**src/rtl/prog_sequencer.sv**
```systemverilog
// Program-flow sequencer: selects a program slot on Start, then steps or branches the
// fetch PC each cycle until a halt word or the cycle budget ends the run.
module prog_sequencer #(
    parameter int PC_W        = 8,
    parameter int INSTR_W     = 9,
    parameter int HALT_CODE   = 0,
    parameter int NUM_PROGS   = 3,
    parameter int SEL_W       = 2,
    parameter int PROG_STRIDE = 64,
    parameter int CNT_W       = 16,
    parameter int MAX_CYCLES  = 65535
) (
    input  logic               i_clk,
    input  logic               i_reset,
    input  logic               i_start,
    input  logic [SEL_W-1:0]   i_prog_sel,
    input  logic [INSTR_W-1:0] i_instruction,
    input  logic               i_branch_rel,
    input  logic               i_zero,
    input  logic [PC_W-1:0]    i_target,
    input  logic               i_stall,
    output logic [PC_W-1:0]    o_pc,
    output logic               o_run,
    output logic               o_ack,
    output logic [CNT_W-1:0]   o_cycle_count,
    output logic               o_fault
);

    typedef enum logic [1:0] {
        S_IDLE = 2'd0,
        S_RUN  = 2'd1,
        S_DONE = 2'd2
    } state_t;

    localparam logic [PC_W-1:0]    PC_ONE      = PC_W'(1);
    localparam logic [PC_W-1:0]    STRIDE      = PC_W'(PROG_STRIDE);
    localparam logic [CNT_W-1:0]   CNT_ONE     = CNT_W'(1);
    localparam logic [CNT_W-1:0]   LAST_CYCLE  = CNT_W'(MAX_CYCLES - 1);
    localparam logic [CNT_W-1:0]   BUDGET      = CNT_W'(MAX_CYCLES);
    localparam logic [INSTR_W-1:0] HALT_WORD   = INSTR_W'(HALT_CODE);
    localparam logic [SEL_W:0]     NUM_PROGS_W = (SEL_W + 1)'(NUM_PROGS);

    state_t            r_state;
    logic [PC_W-1:0]   r_pc;
    logic              r_run;
    logic              r_ack;
    logic [CNT_W-1:0]  r_cnt;
    logic              r_fault;

    logic              w_sel_ok;
    logic [PC_W-1:0]   w_base;

    // Slot base wraps modulo 2^PC_W, which the PC_W-wide product gives for free.
    assign w_sel_ok = ({1'b0, i_prog_sel} < NUM_PROGS_W);
    assign w_base   = PC_W'(i_prog_sel) * STRIDE;

    // Run-control FSM with PC, cycle counter and sticky fault kept alongside the state.
    always_ff @(posedge i_clk) begin
        if (i_reset) begin
            r_state <= S_IDLE;
            r_pc    <= '0;
            r_run   <= 1'b0;
            r_ack   <= 1'b0;
            r_cnt   <= '0;
            r_fault <= 1'b0;
        end else begin
            case (r_state)
                S_IDLE, S_DONE: begin
                    if (i_start && w_sel_ok) begin
                        r_state <= S_RUN;
                        r_run   <= 1'b1;
                        r_ack   <= 1'b0;
                        r_pc    <= w_base;
                        r_cnt   <= '0;
                        r_fault <= 1'b0;
                    end else if (i_start) begin
                        r_fault <= 1'b1;
                    end else begin
                        r_fault <= r_fault;
                    end
                end
                S_RUN: begin
                    // Timeout outranks stall and halt so a stalled or looping program still ends.
                    if (r_cnt == LAST_CYCLE) begin
                        r_state <= S_DONE;
                        r_run   <= 1'b0;
                        r_ack   <= 1'b1;
                        r_fault <= 1'b1;
                        r_cnt   <= BUDGET;
                    end else begin
                        r_cnt <= r_cnt + CNT_ONE;
                        if (i_stall) begin
                            r_pc <= r_pc;
                        end else if (i_instruction == HALT_WORD) begin
                            r_state <= S_DONE;
                            r_run   <= 1'b0;
                            r_ack   <= 1'b1;
                        end else if (i_branch_rel && i_zero) begin
                            r_pc <= r_pc + i_target;
                        end else begin
                            r_pc <= r_pc + PC_ONE;
                        end
                    end
                end
                default: begin
                    r_state <= S_IDLE;
                    r_pc    <= '0;
                    r_run   <= 1'b0;
                    r_ack   <= 1'b0;
                    r_cnt   <= '0;
                    r_fault <= 1'b0;
                end
            endcase
        end
    end

    assign o_pc          = r_pc;
    assign o_run         = r_run;
    assign o_ack         = r_ack;
    assign o_cycle_count = r_cnt;
    assign o_fault       = r_fault;

endmodule

```
**config.mk**
```make
export PLATFORM = sky130hd
export DESIGN_NAME = prog_sequencer
export DESIGN_NICKNAME = d
export VERILOG_FILES = /design/src/rtl/prog_sequencer.sv
export SDC_FILE = /design/constraint.sdc
export NUM_CORES = 1
export LEC_CHECK = 0
export BUFFER_PORTS_ARGS = -buffer_cell sky130_fd_sc_hd__buf_4
export CORE_MARGIN = 5
export CORE_UTILIZATION = 47
export DETAILED_ROUTE_END_ITERATION = 12
export PLACE_DENSITY = 0.76
export SLEW_MARGIN = 40
export SYNTH_ARGS = -nofsm -noshare
export SYNTH_HDL_FRONTEND = slang
export SYNTH_SLANG_ARGS = --single-unit
```
**constraint.sdc**
```tcl
create_clock -name i_clk -period 2.7 [get_ports i_clk]
set_input_delay 0.405 -clock i_clk [delete_from_list [all_inputs] [get_ports i_clk]]
set_output_delay 0.405 -clock i_clk [all_outputs]
set_load 0.02 [all_outputs]
```
# ---- Yosys cells after proc, flatten, opt, wreduce, memory -nomap -nowiden
# Cells that the tools add are included.
dict set report word_totals {
  ff_bits 29
  word_cells 57
}
dict set report op_classes {
  add_sub_neg 3
  magnitude_cmp 1
  n_eq_ne 11
  mux 28
  reduce_logical 8
}
# op count
set op_table {}
lappend op_table {{$mux W8} 5}
lappend op_table {{$mux W16} 2}
lappend op_table {{$pmux W16 S2} 1}
lappend op_table {{$add A16 B1 Y16 const B} 1}
lappend op_table {{$eq A16 B16 Y1 const B} 1}
lappend op_table {{$pmux W8 S2} 1}
lappend op_table {{$mux W1} 11}
lappend op_table {{$ne A2 B2 Y1 const B} 5}
lappend op_table {{$logic_not A9 Y1} 1}
lappend op_table {{$ne A3 B3 Y1 const B} 3}
lappend op_table {{$add A8 B1 Y8 const B} 1}
lappend op_table {{$add A8 B8 Y8} 1}
lappend op_table {{$mux W2} 4}
lappend op_table {{$pmux W1 S2} 3}
lappend op_table {{$pmux W2 S2} 1}
lappend op_table {{$reduce_and A4 Y1} 1}
lappend op_table {{$reduce_and A3 Y1} 1}
lappend op_table {{$eq A2 B1 Y1 const B} 1}
lappend op_table {{$eq A2 B2 Y1 const B} 1}
lappend op_table {{$logic_and A1 B1 Y1} 2}
lappend op_table {{$logic_not A2 Y1} 1}
lappend op_table {{$lt A2 B2 Y1 const B} 1}
lappend op_table {{$reduce_and A2 Y1} 1}
lappend op_table {{$reduce_or A2 Y1} 1}

# ---- Depth between registers and ports, before layout
dict set report logic_depth {
  depth_word 6
  ltp_mapped 8
  depth_no_buf 8
}

# ---- Worst setup path after synthesis
# Ideal clock, no wire load.
dict set report synth_path {
  path_kind {input to register}
  startpoint {input port i_target[0]}
  endpoint {register r_pc[6], in the netlist o_pc[6]}
  arrival_time_ns 1.980
  t_required_ns 2.569
  setup_slack_ns 0.590
  path_stages 8
  n_path_buf 0
  cell_sequence {nand3b_1 ha_1 fa_1 a211oi_1 o21bai_1 mux2i_1 a211oi_1 nor3_2}
}
dict set report synth_between {
  elab_chain_cells 6
}
# item line_no
set synth_lines {}
lappend synth_lines {{start: declaration} 20} ;# input logic [PC_W-1:0] i_target,
lappend synth_lines {{$add A8 B8 Y8} 99} ;# r_pc <= r_pc + i_target;
lappend synth_lines {{$mux W8} 98} ;# end else if (i_branch_rel && i_zero) begin
lappend synth_lines {{$mux W8} 94} ;# end else if (i_instruction == HALT_WORD) begin
lappend synth_lines {{$mux W8} 92} ;# if (i_stall) begin
lappend synth_lines {{$mux W8} 84} ;# if (r_cnt == LAST_CYCLE) begin
lappend synth_lines {{$pmux W8 S2} 67} ;# case (r_state)
lappend synth_lines {{end signal: assignment} 73} ;# r_pc <= w_base;
lappend synth_lines {{end signal: assignment} 93} ;# r_pc <= r_pc;
lappend synth_lines {{end signal: assignment} 99}
lappend synth_lines {{end: declaration} 44} ;# logic [PC_W-1:0] r_pc;
# Every way passes these cells. The select of a mux whose other input is x is not followed.
# A chain may end at the register's enable or synchronous reset.

# ---- Worst setup path after layout
dict set report layout_path {
  startpoint {register r_cnt[1], in the netlist o_cycle_count[1]}
  endpoint {register r_pc[7], in the netlist o_pc[7]}
}
dict set report layout_between {
  elab_chain_cells 3
}
# item line_no
set layout_lines {}
lappend layout_lines {{start: declaration} 47} ;# logic [CNT_W-1:0] r_cnt;
lappend layout_lines {{start signal: assignment} 91} ;# r_cnt <= r_cnt + CNT_ONE;
lappend layout_lines {{$eq A16 B16 Y1} 84}
lappend layout_lines {{$ne A2 B2 Y1 (no source line)} -}
lappend layout_lines {{$reduce_and A4 Y1 (no source line)} -}
lappend layout_lines {{end signal: assignment} 93}
lappend layout_lines {{end signal: assignment} 99}
lappend layout_lines {{end signal: assignment} 101} ;# r_pc <= r_pc + PC_ONE;
# Every way passes these cells.

==> results.toml <==
[placement]
dp_hpwl_um = 3600
numPortBuffers = 51
place.gp.congestion = 0.800

[yosys]
synth_area_um2 = 1890
netlist_instances = 243
yosysUniqueCellTypes = 45
avgSynthCellArea_um2 = 7.78
yosysSeqAreaShare = 0.296
synth_largest_area_cell = "dfxtp_1"
yosys_register_bits = 28
synthesis.nets = 278
synth_top_area_frac = 0.296
ys_warn_count = 0
netlist_top_cells_area = "dfxtp_1 (30%), o21ai_0 (8.5%), ha_1 (6.0%)"

[critical_path]
crit_required_ns = 2.90
crit_start = "o_cycle_count[1]"
critical_path_class = "reg -> reg"
reg2reg_from = "o_cycle_count[1]"
cp_max_fo = 14
crit_path_end_kind = "flip-flop"
cp_data_arrival_time_ns = 2.36
startpoint_type = "flip-flop"

[timing]
fin_crit_sh = 0.802
fmax_mhz = 462
rsz0062_at_grt = "false"
finalHoldViolCount = 0
setup_violations = 0
slew_headroom = 0.553
slew_violations = 0
fin_skew_ns = 0.00414
fin_tns_setup_ns = 0
fin_crit_ns = 2.17
tightest_slew_ns = 0.664

[clocking]
htree_levels = 1
root_buffer = "clkbuf_8"
clkSlewWorstSetupHoldPaths_ns = 0.10
cts_made_buffers = 3
cts_resized = 0
hold_buffers = 0
clkLatencyLatePin_ns = 0.27
cts_tree = "done"
postCtsSetupRepairBufs = 0
cts_buffer_depth = 2
clock_sinks = 28

[power]
powerDensity_nw_per_um2 = 409
p_leak_nw = 0.957
p_sw_frac = 0.309
max-vdd-ir-drop_mv = 0.234
p_comb_frac = 0.266
seq_power_share = 0.462
clockPowerShare = 0.272
intPower_w = 0.000672
power.switching_w = 0.000301

[global_route]
grt_start_max_net_pins = 29
grt_overflow_total = 0
top_usage_layer = "met2"
grtUsageMet2 = 0.314
grt_pass1_wl_um = 8320
use_met3 = 0.0315
gr-usage-all-layers = 0.189
met1_usage = 0.256
first_global_vias = 1856
antenna_found_initial = 0

[detailed_routing]
route.detailed.drc = 0
routed-via-count = 1990
drtAntennaViolNets = 0
drt_iter0_drc = 132
drt-pass1-iter-count = 5
wire_per_inst_um = 14.5
vias_per_cell = 5.80
wl_um = 4970

[final_layout]
antenna_cells = 0
nNetsFinal = 329
syn2layout_area_growth_pct = 25.9
final_util = 0.604
drive_gt1_frac = 0.242

[hold_path]
min_path_type = "reg -> reg"
hp-start = "o_fault"

[outcome]
status = "finished, final reports clean"

[floorplan]
die_h_um = 73.4
die_width_um = 73.4
num_rows = 23
core_area_um2 = 3940
initial_utilization = 0.480
dieArea_um2 = 5390
num_io_pins = 52

[job]
drv.max_cap_violation_count = 0
## power groups by stage
| stage | registers (W) | logic [W] | clock network (W) |
|---|---|---|---|
| 6_report | 0.000450 | 0.000259 | 0.000264 |
| 5_1_grt | 0.000453 | 0.000287 | 0.000293 |
| 4_1_cts | 0.000449 | 0.000259 | 0.000273 |
| 3_5_place_dp | 0.000458 | 0.000258 | 0 |
| 3_3_place_gp | 0.000458 | 0.000253 | 0 |
| 2_1_floorplan | 0.000473 | 0.000156 | 0 |
## worst max-delay path, stage by stage (launching register included)
cell and delay [ns]:
dfxtp_1 0.44, ha_1 0.21, nand4_1 0.15, or4_4 0.57, o2111ai_4 0.41, a21oi_2 0.07, a221oi_2 0.24
## metrics by stage
step / setup WS, ns / instances / hold WS (ns) / cell area [µm²] / total power [W]
after floorplan: 0.590 / 243 / 0.543 / 1890 / 0.000629
after global placement: 0.384 / 339 / 0.465 / 2320 / 0.000711
after detailed placement: 0.367 / 339 / 0.462 / 2320 / 0.000716
after CTS: 0.532 / 343 / 0.480 / 2380 / 0.000981
after global routing: 0.396 / 343 / 0.489 / 2380 / 0.00103
final: 0.534 / 343 / 0.478 / 2380 / 0.000973
## cell families (layout without fill, tap and decap cells)
group           after synthesis  in the layout  synth area share
simple gates                102            102             0.302
fa+ha+maj                    10             10            0.0702
flops                        28             28             0.296
xor+xnor                      2              2           0.00927
buf+inv                      15             65            0.0357
compound gates               84             84             0.276
mux                           2              2            0.0106
## final cells by class
class | count | area [µm²]
tap | 50 | 62.6
sequential | 28 | 561
fill | 356 | 1560
clock buffer | 4 | 55.1
multi-input combinational | 200 | 1270
inverter | 6 | 22.5
timing repair buffer | 55 | 413
## routing by layer
layer / share of wire / up-vias
li1: - / 1013
met1: 0.45 / 904
met2: 0.47 / 71
met3: 0.077 / 2
met4: 0.0058 / 0
met5: 0 / -
## state kept, by name (all words and copies together) (netlist names)
signal,cells
r_state,2
o_run,1
o_pc,8
o_cycle_count,16
o_fault,1
## path summary, 6_finish.rpt
| check | cells after the start | slack [ns] | endpoint |
|---|---|---|---|
| worst min register to register | 2 | 0.48 | o_fault |
| worst max-delay path | 6 | 0.53 | o_pc[7] |
| worst max register to register | 6 | 0.53 | o_pc[7] |
| worst min-delay path | 2 | 0.48 | o_fault |
## cell usage after synthesis, drive strengths merged
cell type and n:
inv 6, a21o 4, ha 9, a22o 1, o21ai 32, nand2b 4, fa 1, or3 5
a22oi 5, nand3b 2, and2 2, a41oi 1, nand4b 1, or4 5, and3 7, nand2 21
buf 2, nand3 7, nor3b 2, clkbuf 7, nor3 8, nand4 4, nor4 8, o21bai 2
a31oi 6, o22ai 1, nor2b 7, xnor2 2, or3b 1, a211oi 6, o2111ai 1, mux2i 2
a221oi 3, or2 2, a21oi 22, dfxtp 28, nor2 16
## cells in the final DEF, fill, tap and decap left out, types with 2 or more instances in the layout
cell      instances
buf_4            55
o21ai_0          32
dfxtp_1          28
nand2_1          21
a21oi_1          20
nor2_1           16
ha_1              9
nor4_1            8
and3_1            7
nor2b_1           7
nor3_1            7
inv_1             6
a31oi_1           6
nand3_1           6
a211oi_1          6
a22oi_1           5
or3_1             5
nand2b_1          4
a21o_1            4
clkbuf_8          4
nand4_1           3
or4_4             3
nand3b_1          2
a21oi_2           2
nor3b_1           2
o21bai_1          2
xnor2_1           2
and2_1            2
mux2i_1           2
a221oi_1          2
or4_1             2
No activity file was read; power rests on OpenSTA's default activity.
